$ cat config.mk
export PLATFORM = sky130hd
export DESIGN_NAME = dpram_rr_arbiter_flat
export DESIGN_NICKNAME = d
export VERILOG_FILES = /design/src/rtl/dpram_rr_arbiter_pkg.sv /design/src/rtl/dpram_rr_arbiter_if.sv /design/src/rtl/dpram_rr_arbiter_rr_arb2.sv /design/src/rtl/dpram_rr_arbiter.sv /design/src/flat_wrapper.sv
export SDC_FILE = /design/constraint.sdc
export NUM_CORES = 1
export LEC_CHECK = 0
export CAP_MARGIN = 20
export CELL_PAD_IN_SITES_DETAIL_PLACEMENT = 1
export CELL_PAD_IN_SITES_GLOBAL_PLACEMENT = 2
export CORE_AREA = 4 4 145 147
export CTS_CLUSTER_DIAMETER = 150
export DETAILED_ROUTE_END_ITERATION = 8
export DIE_AREA = 0 0 149 151
export PLACE_DENSITY = 0.86
export SETUP_SLACK_MARGIN = 0.02
export SYNTH_ARGS = -nofsm -noshare
export SYNTH_HDL_FRONTEND = slang
export SYNTH_HIERARCHICAL = 1
export SYNTH_SLANG_ARGS = --single-unit
export TNS_END_PERCENT = 10
$ cat constraint.sdc
create_clock -name clk -period 1.6 [get_ports clk]
set_input_delay 0.32 -clock clk [delete_from_list [all_inputs] [get_ports clk]]
set_output_delay 0.32 -clock clk [all_outputs]
set_load 0.03 [all_outputs]
$ cat src/rtl/dpram_rr_arbiter_pkg.sv
// Shared ids and the 2-way round-robin grant rule used by both RAM port arbiters.
// Pure combinational helpers; no state, no backpressure.
package dpram_arb_pkg;

  localparam logic REQ_A = 1'b0;
  localparam logic REQ_B = 1'b1;

  typedef struct packed {
    logic vld;
    logic id;
  } rr_gnt_t;

  // A lone contender always wins; a tie goes to the side named by prio.
  function automatic rr_gnt_t rr_grant2(input logic vld_a, input logic vld_b, input logic prio);
    rr_gnt_t g;
    g.vld = vld_a | vld_b;
    if (vld_a && vld_b) begin
      g.id = prio;
    end else if (vld_b) begin
      g.id = REQ_B;
    end else begin
      g.id = REQ_A;
    end
    return g;
  endfunction

endpackage

$ cat src/rtl/dpram_rr_arbiter_if.sv
// Requester A/B request+response signals and the RAM-side signals of the arbiter.
// master = requesters plus RAM; slave = the arbiter.
interface dpram_rr_arbiter_if #(
  parameter int DATA_WIDTH = 32,
  parameter int ADDR_WIDTH = 8
);
  logic                  a_req_valid;
  logic                  a_req_we;
  logic [ADDR_WIDTH-1:0] a_req_addr;
  logic [DATA_WIDTH-1:0] a_req_wdata;
  logic                  a_req_ready;
  logic                  a_rsp_valid;
  logic [DATA_WIDTH-1:0] a_rsp_rdata;

  logic                  b_req_valid;
  logic                  b_req_we;
  logic [ADDR_WIDTH-1:0] b_req_addr;
  logic [DATA_WIDTH-1:0] b_req_wdata;
  logic                  b_req_ready;
  logic                  b_rsp_valid;
  logic [DATA_WIDTH-1:0] b_rsp_rdata;

  logic                  mem_cs;
  logic                  mem_write_en;
  logic [ADDR_WIDTH-1:0] mem_write_addr;
  logic [DATA_WIDTH-1:0] mem_write_data;
  logic                  mem_read_en;
  logic [ADDR_WIDTH-1:0] mem_read_addr;
  logic [DATA_WIDTH-1:0] mem_read_data;

  modport master (
    output a_req_valid, a_req_we, a_req_addr, a_req_wdata,
    input  a_req_ready, a_rsp_valid, a_rsp_rdata,
    output b_req_valid, b_req_we, b_req_addr, b_req_wdata,
    input  b_req_ready, b_rsp_valid, b_rsp_rdata,
    input  mem_cs, mem_write_en, mem_write_addr, mem_write_data, mem_read_en, mem_read_addr,
    output mem_read_data
  );

  modport slave (
    input  a_req_valid, a_req_we, a_req_addr, a_req_wdata,
    output a_req_ready, a_rsp_valid, a_rsp_rdata,
    input  b_req_valid, b_req_we, b_req_addr, b_req_wdata,
    output b_req_ready, b_rsp_valid, b_rsp_rdata,
    output mem_cs, mem_write_en, mem_write_addr, mem_write_data, mem_read_en, mem_read_addr,
    input  mem_read_data
  );

endinterface

$ cat src/rtl/dpram_rr_arbiter_rr_arb2.sv
// 2-way round-robin arbiter; grant is combinational, priority moves to the loser on each granting edge.
// Backpressure: the ungranted side just sees no grant and retries next cycle.
module rr_arb2
  import dpram_arb_pkg::*;
(
  input  logic clk,
  input  logic rst_n,
  input  logic req_a_vld,
  input  logic req_b_vld,
  output logic gnt_vld,
  output logic gnt_id,
  output logic both_vld
);

  logic    prio_q;
  logic    prio_d;
  rr_gnt_t gnt;

  always_comb begin
    gnt      = rr_grant2(req_a_vld, req_b_vld, prio_q);
    gnt_vld  = gnt.vld;
    gnt_id   = gnt.id;
    both_vld = req_a_vld & req_b_vld;
    prio_d   = gnt.vld ? ~gnt.id : prio_q;
  end

  always_ff @(posedge clk or negedge rst_n) begin
    if (!rst_n) begin
      prio_q <= REQ_A;
    end else begin
      prio_q <= prio_d;
    end
  end

endmodule

$ cat src/rtl/dpram_rr_arbiter.sv
// Shares one 1W/1R RAM between requesters A and B; write and read ports arbitrated independently.
// Latency: requests go to the RAM combinationally, read data returns one cycle later; no response backpressure.
module dpram_rr_arbiter
  import dpram_arb_pkg::*;
#(
  parameter int DATA_WIDTH = 32,
  parameter int ADDR_WIDTH = 8,
  parameter int CNT_WIDTH  = 16
) (
  input  logic                 clk,
  input  logic                 rst_n,
  dpram_rr_arbiter_if.slave    bus,
  output logic [CNT_WIDTH-1:0] contention_cnt
);

  logic a_wr_vld, a_rd_vld, b_wr_vld, b_rd_vld;
  logic wr_gnt_vld, wr_gnt_id, wr_both_vld;
  logic rd_gnt_vld, rd_gnt_id, rd_both_vld;

  logic                  rsp_pend_q, rsp_pend_d;
  logic                  rsp_id_q, rsp_id_d;
  logic [CNT_WIDTH-1:0]  cnt_q, cnt_d;
  logic [ADDR_WIDTH-1:0] wr_addr, rd_addr;
  logic [DATA_WIDTH-1:0] wr_dat;

  always_comb begin
    a_wr_vld = bus.a_req_valid &  bus.a_req_we;
    a_rd_vld = bus.a_req_valid & ~bus.a_req_we;
    b_wr_vld = bus.b_req_valid &  bus.b_req_we;
    b_rd_vld = bus.b_req_valid & ~bus.b_req_we;
  end

  rr_arb2 u_wr_arb (
    .clk       (clk),
    .rst_n     (rst_n),
    .req_a_vld (a_wr_vld),
    .req_b_vld (b_wr_vld),
    .gnt_vld   (wr_gnt_vld),
    .gnt_id    (wr_gnt_id),
    .both_vld  (wr_both_vld)
  );

  rr_arb2 u_rd_arb (
    .clk       (clk),
    .rst_n     (rst_n),
    .req_a_vld (a_rd_vld),
    .req_b_vld (b_rd_vld),
    .gnt_vld   (rd_gnt_vld),
    .gnt_id    (rd_gnt_id),
    .both_vld  (rd_both_vld)
  );

  // A requester competes on exactly one port, chosen by its we bit.
  always_comb begin
    bus.a_req_ready = bus.a_req_we ? (wr_gnt_vld && wr_gnt_id == REQ_A)
                                   : (rd_gnt_vld && rd_gnt_id == REQ_A);
    bus.b_req_ready = bus.b_req_we ? (wr_gnt_vld && wr_gnt_id == REQ_B)
                                   : (rd_gnt_vld && rd_gnt_id == REQ_B);
  end

  // Idle ports drive zero address/data so the RAM bus is quiet.
  always_comb begin
    wr_addr = '0;
    wr_dat  = '0;
    rd_addr = '0;
    if (wr_gnt_vld) begin
      wr_addr = (wr_gnt_id == REQ_A) ? bus.a_req_addr  : bus.b_req_addr;
      wr_dat  = (wr_gnt_id == REQ_A) ? bus.a_req_wdata : bus.b_req_wdata;
    end
    if (rd_gnt_vld) begin
      rd_addr = (rd_gnt_id == REQ_A) ? bus.a_req_addr : bus.b_req_addr;
    end
    bus.mem_write_en   = wr_gnt_vld;
    bus.mem_write_addr = wr_addr;
    bus.mem_write_data = wr_dat;
    bus.mem_read_en    = rd_gnt_vld;
    bus.mem_read_addr  = rd_addr;
    bus.mem_cs         = wr_gnt_vld | rd_gnt_vld;
  end

  always_comb begin
    rsp_pend_d = rd_gnt_vld;
    rsp_id_d   = rd_gnt_vld ? rd_gnt_id : REQ_A;
    cnt_d      = cnt_q;
    if ((wr_both_vld || rd_both_vld) && (cnt_q != {CNT_WIDTH{1'b1}})) begin
      cnt_d = cnt_q + CNT_WIDTH'(1);
    end
  end

  always_ff @(posedge clk or negedge rst_n) begin
    if (!rst_n) begin
      rsp_pend_q <= 1'b0;
      rsp_id_q   <= REQ_A;
      cnt_q      <= '0;
    end else begin
      rsp_pend_q <= rsp_pend_d;
      rsp_id_q   <= rsp_id_d;
      cnt_q      <= cnt_d;
    end
  end

  // Registered RAM data is steered to whoever issued last cycle's read.
  always_comb begin
    bus.a_rsp_valid = rsp_pend_q && (rsp_id_q == REQ_A);
    bus.b_rsp_valid = rsp_pend_q && (rsp_id_q == REQ_B);
    bus.a_rsp_rdata = bus.a_rsp_valid ? bus.mem_read_data : '0;
    bus.b_rsp_rdata = bus.b_rsp_valid ? bus.mem_read_data : '0;
    contention_cnt  = cnt_q;
  end

endmodule

$ cat src/flat_wrapper.sv
// flat-port wrapper written by rule: the top's interface ports become plain ports
module dpram_rr_arbiter_flat import dpram_arb_pkg::*;
#(
  parameter int DATA_WIDTH = 32,
  parameter int ADDR_WIDTH = 8,
  parameter int CNT_WIDTH  = 16
)
  (clk, rst_n, contention_cnt, bus_a_req_valid, bus_a_req_we, bus_a_req_addr, bus_a_req_wdata, bus_a_req_ready, bus_a_rsp_valid, bus_a_rsp_rdata, bus_b_req_valid, bus_b_req_we, bus_b_req_addr, bus_b_req_wdata, bus_b_req_ready, bus_b_rsp_valid, bus_b_rsp_rdata, bus_mem_cs, bus_mem_write_en, bus_mem_write_addr, bus_mem_write_data, bus_mem_read_en, bus_mem_read_addr, bus_mem_read_data);
  dpram_rr_arbiter_if #(.DATA_WIDTH(DATA_WIDTH), .ADDR_WIDTH(ADDR_WIDTH)) bus_i ();
  input  logic clk;
  input  logic rst_n;
  output logic [CNT_WIDTH-1:0] contention_cnt;
  input wire logic [$bits(bus_i.a_req_valid)-1:0] bus_a_req_valid;
  input wire logic [$bits(bus_i.a_req_we)-1:0] bus_a_req_we;
  input wire logic [$bits(bus_i.a_req_addr)-1:0] bus_a_req_addr;
  input wire logic [$bits(bus_i.a_req_wdata)-1:0] bus_a_req_wdata;
  output wire logic [$bits(bus_i.a_req_ready)-1:0] bus_a_req_ready;
  output wire logic [$bits(bus_i.a_rsp_valid)-1:0] bus_a_rsp_valid;
  output wire logic [$bits(bus_i.a_rsp_rdata)-1:0] bus_a_rsp_rdata;
  input wire logic [$bits(bus_i.b_req_valid)-1:0] bus_b_req_valid;
  input wire logic [$bits(bus_i.b_req_we)-1:0] bus_b_req_we;
  input wire logic [$bits(bus_i.b_req_addr)-1:0] bus_b_req_addr;
  input wire logic [$bits(bus_i.b_req_wdata)-1:0] bus_b_req_wdata;
  output wire logic [$bits(bus_i.b_req_ready)-1:0] bus_b_req_ready;
  output wire logic [$bits(bus_i.b_rsp_valid)-1:0] bus_b_rsp_valid;
  output wire logic [$bits(bus_i.b_rsp_rdata)-1:0] bus_b_rsp_rdata;
  output wire logic [$bits(bus_i.mem_cs)-1:0] bus_mem_cs;
  output wire logic [$bits(bus_i.mem_write_en)-1:0] bus_mem_write_en;
  output wire logic [$bits(bus_i.mem_write_addr)-1:0] bus_mem_write_addr;
  output wire logic [$bits(bus_i.mem_write_data)-1:0] bus_mem_write_data;
  output wire logic [$bits(bus_i.mem_read_en)-1:0] bus_mem_read_en;
  output wire logic [$bits(bus_i.mem_read_addr)-1:0] bus_mem_read_addr;
  input wire logic [$bits(bus_i.mem_read_data)-1:0] bus_mem_read_data;
  assign bus_i.a_req_valid = bus_a_req_valid;
  assign bus_i.a_req_we = bus_a_req_we;
  assign bus_i.a_req_addr = bus_a_req_addr;
  assign bus_i.a_req_wdata = bus_a_req_wdata;
  assign bus_a_req_ready = bus_i.a_req_ready;
  assign bus_a_rsp_valid = bus_i.a_rsp_valid;
  assign bus_a_rsp_rdata = bus_i.a_rsp_rdata;
  assign bus_i.b_req_valid = bus_b_req_valid;
  assign bus_i.b_req_we = bus_b_req_we;
  assign bus_i.b_req_addr = bus_b_req_addr;
  assign bus_i.b_req_wdata = bus_b_req_wdata;
  assign bus_b_req_ready = bus_i.b_req_ready;
  assign bus_b_rsp_valid = bus_i.b_rsp_valid;
  assign bus_b_rsp_rdata = bus_i.b_rsp_rdata;
  assign bus_mem_cs = bus_i.mem_cs;
  assign bus_mem_write_en = bus_i.mem_write_en;
  assign bus_mem_write_addr = bus_i.mem_write_addr;
  assign bus_mem_write_data = bus_i.mem_write_data;
  assign bus_mem_read_en = bus_i.mem_read_en;
  assign bus_mem_read_addr = bus_i.mem_read_addr;
  assign bus_i.mem_read_data = bus_mem_read_data;
  dpram_rr_arbiter #(.DATA_WIDTH(DATA_WIDTH), .ADDR_WIDTH(ADDR_WIDTH), .CNT_WIDTH(CNT_WIDTH)) u_core (.clk(clk), .rst_n(rst_n), .bus(bus_i), .contention_cnt(contention_cnt));
endmodule
### Word-level counts from Yosys, hierarchy flattened

Cells that the tools add are included.

* register bits: 20
* bits of input ports: 118
* output and inout bits: 135
* word-level logic and storage cells: 46

* add/subtract/negate cells: 1
* equal/unequal tests: 1
* multiplexer cells: 15
* bitwise operators: 14
* reduce and logical (&&, ||, !) cells: 10

Operators with widths (count)
* $mux W32: 4
* $mux W8: 4
* $add A16 B1 Y16 const B: 1
* $ne A16 B16 Y1 const B: 1
* $logic_and A1 B1 Y1: 9
* $mux W1: 7
* $and A1 B1 Y1: 6
* $not A1 Y1: 5
* $or A1 B1 Y1: 3
* $logic_or A1 B1 Y1: 1

### Longest topological paths before layout

* depth in word-level cells: 7
* gate-level depth with buffers: 7
* mapped depth without buffers: 6

### By module

The synthesis kept the hierarchy.

Modules (own cells, without submodules)
* dpram_rr_arbiter: instances 1, cells an instance 266, area an instance 2220.9 um2, sequential area each 450.4 um2
* rr_arb2: instances 2, cells an instance 7, area an instance 58.8 um2, sequential area each 25.0 um2

### Least setup slack after synthesis

Ideal clock, no wire load.

* path kind: input-to-output
* start point: input port bus_a_req_valid
* end point: output port bus_b_req_ready
* arrival: 1845 ps
* data required time: 1280 ps
* slack: -565 ps
* stages on the path: 6
* path buffers: 1
* path through: nor2b_1 -> nand2b_1 -> and2_1 -> clkbuf_1 -> nand2_1 -> o21ai_0

* word-level cells in the longest chain between the ends: 5
* elaborated cells on any way between the ends: 11
* those cells by class: mux (3); bitwise (4); reduce/logical (4)

RTL lines
* from (decl): line flat_wrapper.sv:13 `input wire logic [$bits(bus_i.a_req_valid)-1:0] bus_a_req_valid;`
* $and A1 B1 Y1: line dpram_rr_arbiter.sv:28 `a_rd_vld = bus.a_req_valid & ~bus.a_req_we;`
* $logic_and A1 B1 Y1: line dpram_rr_arbiter_pkg.sv:17 `if (vld_a && vld_b) begin`
* $mux W1: line dpram_rr_arbiter_pkg.sv:17
* via u_core.rd_gnt_id: line dpram_rr_arbiter.sv:18 `logic rd_gnt_vld, rd_gnt_id, rd_both_vld;`
* $logic_and A1 B1 Y1: line dpram_rr_arbiter.sv:58 `: (rd_gnt_vld && rd_gnt_id == REQ_B);`
* $mux W1: line dpram_rr_arbiter.sv:57 `bus.b_req_ready = bus.b_req_we ? (wr_gnt_vld && wr_gnt_id == REQ_B)`
* to (decl): line flat_wrapper.sv:24 `output wire logic [$bits(bus_i.b_req_ready)-1:0] bus_b_req_ready;`

The timed path passes the listed nets, and every way through them passes these cells.

### Worst setup path after layout

* start point: register u_core.u_wr_arb.prio_q
* end point: output port bus_mem_write_data[13]

* word-level cells in the longest chain between the ends: 3

RTL lines
* from (decl): line dpram_rr_arbiter_rr_arb2.sv:15 `logic prio_q;`
* from (signal assigned): line dpram_rr_arbiter_rr_arb2.sv:31 `prio_q <= prio_d;`
* $mux W1: line dpram_rr_arbiter_pkg.sv:17
* via u_core.wr_gnt_id: line dpram_rr_arbiter.sv:17 `logic wr_gnt_vld, wr_gnt_id, wr_both_vld;`
* $mux W32: line dpram_rr_arbiter.sv:68 `wr_dat = (wr_gnt_id == REQ_A) ? bus.a_req_wdata : bus.b_req_wdata;`
* $mux W32: line dpram_rr_arbiter.sv:66 `if (wr_gnt_vld) begin`
* to (decl): line flat_wrapper.sv:30 `output wire logic [$bits(bus_i.mem_write_data)-1:0] bus_mem_write_data;`

The timed path passes the listed nets, and every way through them passes these cells.

==> impl_metrics.csv <==
group,metric,value,unit
worst_setup_path,worst_ep_arrival_time,1.62,ns
synth,synthArstFlopShare,100,%
route,via_per_inst,3.80,
sta,slew_headroom,73.1,%
synth,synth.avg_cell_area,8.35,µm²
flow_run,maxCapViolCount,0,
floorplanning,core,0.0199,mm²
clocking,clk_pin_slew_worst_paths,0.06,ns
grt,grt_pass1_vias,3436,
sta,finalHoldViolations,0,
placement,place_hpwl,10300,µm
worst_setup_path,cp-start-kind,"flip-flop",
sta,min_period,1.94,ns
synth,synth.distinct_cells,32,
synth,synth.most_common_cell,"nor2b_1",
placement,placed_area,0.00534,mm²
route,wl_met1,4500,µm
synth,yosysWarnings,6,
synth,yosys_most_used_dff,"dfrtp_1",
synth,synth_top_area_share,21.4,%
floorplanning,num_rows,52,
route,wl_per_cell,15.8,µm
sta,setup_ws,-0.342,ns
hold_path,hp-class,"in -> reg",
placement,io_buffers,252,
grt,grt.overflow.total,0,
synth,synth-seq-area-share,21.4,%
power_and_ir_drop,max-vdd-ir-drop,0.000308,V
floorplanning,die_w,149,µm
floorplanning,io_pins,253,
finish,diodes,0,
route,drc,0,
sta,setup_viol,84,
clocking,clock_path_buffers,2,
floorplanning,die_height,151,µm
route,wl_met2,7530,µm
sta,fmax,0.515,GHz
worst_setup_path,rrSetupSlack,0.02,ns
placement,dp_slack,-0.779,ns
floorplanning,initial_core_util,11.7,%
sta,maxSlewViolCount,0,
clocking,clk_latency,0.25,ns
finish,final_nets,673,
synth,synth_cells,280,
route,wl_met3,849,µm
synth,yosysTopAreaCell,"dfrtp_1",
finish,fillers,2299,
route,drt_iter0_drc,60,
finish,stdcell_area,0.00624,mm²
finish,finalNonFillerCells,823,
clocking,cts_buffers,3,
synth,ys_ff_latch,20,
route,detail-route-antenna-nets,0,
power_and_ir_drop,powerDensity,541,mW/mm²
worst_setup_path,crit_start,"u_core/u_wr_arb/prio_q",
placement,place.gp.congestion,0.768,
synth,synthTopCellsByArea,"dfrtp_1 21%, mux2i_1 21%, nor2b_1 14%",
clocking,cts_tree,"built",
sta,fin_crit_sh,121,%
status,failed_checks,"setup timing",
clocking,cts.sinks,20,
grt,grt_usage,10.6,%
synth,synth_nets,399,
worst_setup_path,endpoint,"bus_mem_write_data[13]",
finish,post-route-util,31.4,%
status,status,"complete, but fails checks",
clocking,cts-root-buf,"clkbuf_16",
grt,grt_max_degree,31,
finish,synthToLayoutAreaGrowth,167,%
worst_setup_path,worstSetupEndpointType,"output pin",
power_and_ir_drop,p_leak,2.75,nW
synth,syn_area,0.00234,mm²
floorplanning,dieArea,0.0225,mm²
sta,setup_tns,-17.80,ns
worst_setup_path,setup.worst_path.class,"reg -> out",
finish,drive_above_1_share,53.2,%
worst_setup_path,r2r_end,"u_core/contention_cnt[7]",
sta,worst_slew_pin_slew,0.404,ns
sta,hold-worst-slack,0.364,ns
worst_setup_path,crit_fanout,8,
route,drtPass1Iterations,4,
synth,ys_top_cells_by_count,"51 x nor2b_1, 48 x mux2i_1, 39 x and2_1, 34 x and3_1, 20 x dfrtp_1",
route,wl,13000,µm
clocking,cts_max_level,1,
power_and_ir_drop,power,3.38,mW
worst_setup_path,cp_data_required_time,1.28,ns
synth,synth_edf_count,0,
sta,rsz0062_at_grt,"true",
worst_setup_path,worst_r2r_startpoint,"u_core/contention_cnt[11]",
route,vias,3126,
placement,placed_cells,814,
route,highest_layer,"met4",
grt,antenna_found_initial,0,
worst_setup_path,reg2reg_depth,4,
sta,fin_skew,0.00224,ns
grt,grt_pass1_wl,19400,µm
-- flip-flops by register name, summed over array words and instances, names as in the netlist --
register,count
u_core/contention_cnt,16
u_core/rsp_id_q,1
u_core/rsp_pend_q,1
u_core/u_rd_arb/prio_q,1
u_core/u_wr_arb/prio_q,1
-- placed cells by master, fill, tap and decap left out, drive strengths merged --
master and count:
nor2b 51, nor3 4, and4 1, and3 34
clkdlybuf4s50 113, xnor2 9, dlygate4sd2 16, o41a 1
o2111ai 2, o21ai 4, nand2b 3, dfrtp 20
inv 4, clkbuf 4, nand3 7, nor4 1
nand4 6, and2 39, ha 1, mux2i 48
mux2 1, nand2 7, buf 160, nor2 4
nand3b 2, o211ai 1, o21a 1, xor2 4
o41ai 1, or2 4
-- power breakdown --
| group | switching, mW | internal, mW | total, mW |
|---|---|---|---|
| clock network | 0.196 | 0.381 | 0.577 |
| registers | 0.0750 | 0.577 | 0.652 |
| logic | 1.04 | 1.11 | 2.15 |
| total | 1.31 | 2.07 | 3.38 |
-- layout make-up --
class                   count  area [µm²]  area share [%]
well taps                 270         338            5.41
repair buffers            289        3090            49.4
multi-input cells         236        2200            35.2
inverters                   4        15.0           0.241
clock buffers               4        88.8            1.42
flip-flops and latches     20         515            8.26
-- metal layers --
| metal | vias to the layer above | global-route usage (%) |
|---|---|---|
| met5 | - | 0 |
| met4 | 0 | 1.14 |
| met3 | 6 | 1.86 |
| met2 | 125 | 21.4 |
| met1 | 1484 | 12.0 |
| li1 | 1511 | - |
-- timing repair --
item                                    4_1_cts  5_1_grt
resized for setup                           142       90
cloned                                        2        0
endpoints found under the setup margin      148      128
hold buffers                                  0        0
hold endpoints to repair                      0        0
pin swaps                                     4       21
buffers inserted                              4        1
-- critical path: stages (launching register included) --
cell,delay [ns]
dfrtp_1,0.35
nand2b_4,0.13
and2_4,0.25
buf_12,0.18
mux2i_1,0.23
nor2b_2,0.07
buf_4,0.17
-- worst min path at each step --
stage	startpoint	endpoint	slack, ns	cells after the start
floorplan	rst_n	u_core/contention_cnt[0]	0.02	0
global placement	u_core/u_wr_arb/prio_q	u_core/u_wr_arb/prio_q	0.50	2
detailed placement	u_core/contention_cnt[9]	u_core/contention_cnt[9]	0.51	1
CTS	bus_a_req_we	u_core/u_rd_arb/prio_q	0.39	4
global route	bus_a_req_we	u_core/u_rd_arb/prio_q	0.37	4
finish	bus_a_req_we	u_core/u_rd_arb/prio_q	0.36	4
-- logic make-up after synthesis --
group           synth area share (%)
simple gates                    44.0
mux                             21.2
buf+inv                         4.07
flops                           21.4
xor+xnor                        4.87
compound gates                  3.91
fa+ha+maj                      0.535
No activity file was read; power rests on OpenSTA's default activity.
